<file path="src/rtl/fft8_frame_loader.sv">
// Collects serial complex samples into 8-sample frames and presents each frame
// in parallel to an 8-point FFT stage; in_sop realigns the frame boundary.
module fft8_frame_loader #(
  parameter int DATA_W = 32
) (
  input  logic                       clk,
  input  logic                       rst,
  input  logic                       in_valid,
  input  logic                       in_sop,
  input  logic signed [DATA_W-1:0]   in_re,
  input  logic signed [DATA_W-1:0]   in_im,
  output logic                       in_ready,
  output logic                       out_valid,
  input  logic                       out_ready,
  output logic [8*DATA_W-1:0]        out_re,
  output logic [8*DATA_W-1:0]        out_im,
  output logic                       sop_err
);

  // Handshakes: a transfer happens on a rising edge where valid and ready are
  // both 1; valid never drops and data never changes until that transfer.

  typedef enum logic {FILL = 1'b0, HOLD = 1'b1} state_t;

  state_t            state, state_next;
  logic [2:0]        wr_cnt;
  logic [DATA_W-1:0] buf_re [8];
  logic [DATA_W-1:0] buf_im [8];

  logic       accept;
  logic       frame_done;
  logic       load_direct;
  logic       load_held;
  logic [2:0] slot;

  assign in_ready   = (state == FILL);
  assign accept     = in_valid && in_ready;
  assign slot       = in_sop ? 3'd0 : wr_cnt;
  assign frame_done = accept && !in_sop && (wr_cnt == 3'd7);

  always_comb begin
    state_next  = state;
    load_direct = 1'b0;
    load_held   = 1'b0;
    case (state)
      FILL: begin
        if (frame_done) begin
          if (!out_valid || out_ready) load_direct = 1'b1;
          else                         state_next  = HOLD;
        end
      end
      HOLD: begin
        if (out_ready) begin
          load_held  = 1'b1;
          state_next = FILL;
        end
      end
      default: state_next = FILL;
    endcase
  end

  always_ff @(posedge clk or posedge rst) begin
    if (rst) state <= FILL;
    else     state <= state_next;
  end

  // Slot 7 is written to the buffer too, so a frame parked in HOLD is complete.
  always_ff @(posedge clk or posedge rst) begin
    if (rst) begin
      wr_cnt  <= 3'd0;
      sop_err <= 1'b0;
      for (int k = 0; k < 8; k++) begin
        buf_re[k] <= '0;
        buf_im[k] <= '0;
      end
    end else begin
      sop_err <= accept && in_sop && (wr_cnt != 3'd0);
      if (accept) begin
        buf_re[slot] <= in_re;
        buf_im[slot] <= in_im;
        wr_cnt       <= in_sop ? 3'd1 : wr_cnt + 3'd1;
      end
    end
  end

  always_ff @(posedge clk or posedge rst) begin
    if (rst) begin
      out_valid <= 1'b0;
      out_re    <= '0;
      out_im    <= '0;
    end else if (load_direct) begin
      for (int k = 0; k < 7; k++) begin
        out_re[k*DATA_W +: DATA_W] <= buf_re[k];
        out_im[k*DATA_W +: DATA_W] <= buf_im[k];
      end
      out_re[7*DATA_W +: DATA_W] <= in_re;
      out_im[7*DATA_W +: DATA_W] <= in_im;
      out_valid <= 1'b1;
    end else if (load_held) begin
      for (int k = 0; k < 8; k++) begin
        out_re[k*DATA_W +: DATA_W] <= buf_re[k];
        out_im[k*DATA_W +: DATA_W] <= buf_im[k];
      end
      out_valid <= 1'b1;
    end else if (out_valid && out_ready) begin
      out_valid <= 1'b0;
    end
  end

endmodule

</file>
<file path="config.mk">
export PLATFORM = sky130hd
export DESIGN_NAME = fft8_frame_loader
export DESIGN_NICKNAME = d
export VERILOG_FILES = /design/src/rtl/fft8_frame_loader.sv
export SDC_FILE = /design/constraint.sdc
export NUM_CORES = 2
export LEC_CHECK = 0
export CAP_MARGIN = 20
export CELL_PAD_IN_SITES_DETAIL_PLACEMENT = 1
export CELL_PAD_IN_SITES_GLOBAL_PLACEMENT = 1
export CORE_AREA = 2 2 393 239
export CTS_BUF_LIST = sky130_fd_sc_hd__clkbuf_8
export CTS_CLUSTER_DIAMETER = 30
export DETAILED_ROUTE_END_ITERATION = 6
export DIE_AREA = 0 0 395 241
export PLACE_DENSITY_LB_ADDON = 0.1
export RECOVER_POWER = 50
export SETUP_SLACK_MARGIN = 0.2
export SLEW_MARGIN = 25
export SYNTH_ARGS = -nofsm -noshare
export SYNTH_HDL_FRONTEND = slang
export SYNTH_SLANG_ARGS = --single-unit
</file>
<file path="constraint.sdc">
create_clock -name clk -period 29.2 [get_ports clk]
set_input_delay 2.92 -clock clk [delete_from_list [all_inputs] [get_ports clk]]
set_output_delay 2.92 -clock clk [all_outputs]
set_load 0.02 [all_outputs]
</file>
==> impl_metrics.toml <==
[status]
outcome = "finished with violations"
violations = "capacitance limit, slew limit"

[timing]
worst_pin_slew_ps = 8500
max_freq_ghz = 0.0709
min_period_ps = 14110
skew_ps = 31.9
final-hold-violation-count = 0
rsz0062_at_grt = "false"
fin_ws_ps = 15090
slew_violations = 918
period_share = 0.483
finalSetupTns_ps = 0
relSlewSlack = -4.67
setup_viol = 0

[logic_synthesis]
synth.distinct_cells = 25
synth-compound-area-share = 0.00131
yosysWarnings = 0
synth_top_family_by_area = "multiplexers"
synth_seq_cells = 1030
ys_seq_area_frac = 0.658
yosys.area_share.adder = 0.000959
synthXorXnorAreaFrac = 0
synthMuxAreaShare = 0.313
avgSynthCellArea_um2 = 17.2
synth_simple_gate_area_frac = 0.00396
synth_area_mm2 = 0.0391
netlist_instances = 2273
syn-num-nets = 2345

[power]
ir_drop_mv = 0.0502
powerDensity_mw_per_mm2 = 84.7
p_leak_nw = 25.3

[finish]
final_nets = 3013
finish.instance_area_mm2 = 0.0495
fillers = 8482
postLayoutCoreUtil = 0.542
syn_to_final_growth_pct = 26.5
fin_cells = 4305
layout-drive-gt1-share = 0.436

[drt]
wl_per_cell_um = 24.4
antenna_left = 0
via_count = 21900
via_per_inst = 5.09
finalWirelength_um = 105000
first_pass_iters = 4
first_iter_violations = 624
drc = 0

[global_routing]
grt_max_degree = 196
antenna_found_initial = 6
grt_pass1_wl_um = 158000
grt_pass1_vias = 24700
track_usage = 0.222
gr-total-overflow = 0

[setup_path]
cp-end-kind = "async pin"
r2r_end = "out_im[67]"
worstPathMaxFanout = 163
rrSetupSlack_ps = 18520
arrival_ps = 12880
crit_type = "in2async"
r2r-start = "wr_cnt[0]"
setup.worst_path.start_class = "input port"
cp.required_ps = 27980
r2r_cells = 8

[placement]
numPortBuffers = 583
dp_cells = 4000
pre_cts_slack_ps = 21140
place_area_mm2 = 0.0460
place_hpwl_um = 68200
gp_congestion = 0.759

[flow_run]
timing.max_cap.violations = 16

[clock_tree]
cts.sinks = 1030
clk_latency_ps = 820
clockBufferDepth = 3
cts_tree = "built"
htree_levels = 4
clk_pin_slew_ps = 60
root_buffer = "clkbuf_8"
cts_setup_buffers = 0
cts_buffers = 168
post_cts_resized = 0
hold_buffers = 0

[die]
die_y_um = 241
die_area_mm2 = 0.0952
num_rows = 86
die_x_um = 395
ioPinCount = 584
core_area_mm2 = 0.0914
start_util = 0.429

[worst_hold_path]
hp-start = "buf_re[27]"
whs_path_depth = 1
hold_path.class = "reg2reg"
hold_end = "buf_re[27]"
[cell usage in the layout, fill, tap and decap left out, types with 4 or more instances in the layout]
| cell type | synthesis | layout |
|---|---|---|
| buf_4 | 18 | 11 |
| clkbuf_8 | 0 | 207 |
| inv_6 | 0 | 4 |
| inv_1 | 5 | 52 |
| clkinvlp_4 | 0 | 11 |
| dfrtp_1 | 1030 | 1030 |
| clkbuf_1 | 7 | 11 |
| clkdlybuf4s50_1 | 0 | 159 |
| mux2_1 | 20 | 23 |
| o21ai_0 | 5 | 5 |
| dlygate4sd3_1 | 0 | 424 |
| mux2_2 | 1068 | 1065 |
| nand2_1 | 7 | 6 |
| bufinv_16 | 0 | 11 |
| clkinv_2 | 0 | 16 |
[critical path, stage by stage]
cell and delay, ps:
dlygate4sd3_1 560, clkinvlp_2 430, clkbuf_1 2620, clkbuf_1 6000
[power by group]
group | internal [mW] | total (mW) | switching, mW
clock network | 0.740 | 1.33 | 0.586
registers | 1.80 | 1.99 | 0.190
logic | 0.469 | 0.878 | 0.409
[stage by stage]
step	power [mW]	hold slack, ps
5_1_grt	4.42	504
4_1_cts	4.30	488
3_3_place_gp	2.88	465
6_report	4.19	484
3_5_place_dp	2.95	475
2_1_floorplan	2.51	454
[layout make-up]
class	instances	area, um^2	share of cell area
Inverter	5	20.0	0.000404
Clock inverter	94	746	0.0151
Clock buffer	207	2850	0.0575
Sequential cell	1030	25800	0.520
Antenna cell	1	2.50	0.0000505
Timing Repair Buffer	612	6100	0.123
Multi-Input combinational cell	1124	12500	0.252
Tap cell	1232	1540	0.0311
[registers in the layout, summed over array words and instances (netlist names)]
name	flops
buf_im	256
buf_re	256
out_im	256
out_re	256
out_valid	1
sop_err	1
state	1
wr_cnt	3
[cell usage after synthesis, drive strengths merged]
cell type / count / share of area
nor2b: 3 / 0.00048
nand2: 7 / 0.00067
nor3: 1 / 0.00013
clkbuf: 7 / 0.00067
a21oi: 1 / 0.00013
and4bb: 1 / 0.00032
nor4b: 1 / 0.00038
and3b: 1 / 0.00022
inv: 5 / 0.00048
dfrtp: 1030 / 0.66
nand3: 1 / 0.00026
mux2: 1088 / 0.31
buf: 107 / 0.021
and3: 2 / 0.00032
o21ai: 6 / 0.00086
ha: 3 / 0.00096
o22ai: 1 / 0.00032
nor2: 3 / 0.00029
nand3b: 1 / 0.00019
nand2b: 3 / 0.00048
nand4b: 1 / 0.00022
[layer usage]
metal  global-route usage  share of wire  up-vias
met5                    0        0.00016        -
met4               0.0851          0.028        2
met3               0.0598          0.058      183
met2                0.362           0.49      478
met1                0.284           0.43    11800
li1                     -              -     9457
[worst max path at each step]
stage	from	to	slack, ps	depth (start not counted)
2_1_floorplan	rst	buf_im[0]	12080	1
3_3_place_gp	rst	out_im[10]	21420	7
3_5_place_dp	rst	buf_im[234]	21140	7
4_1_cts	rst	buf_im[237]	22120	7
5_1_grt	rst	out_im[119]	13040	4
6_report	rst	buf_im[154]	15090	4
[cell families (layout without fill, tap and decap cells)]
family / Yosys count / count (layout)
flip-flops: 1030 / 1030
adder cells (fa/ha/maj): 3 / 3
AO/OA/AOI/OAI: 8 / 8
multiplexers: 1088 / 1088
other: 0 / 1
buffers and inverters: 119 / 918
AND/OR/NAND/NOR: 25 / 25
(Power assumes the default switching activity.)
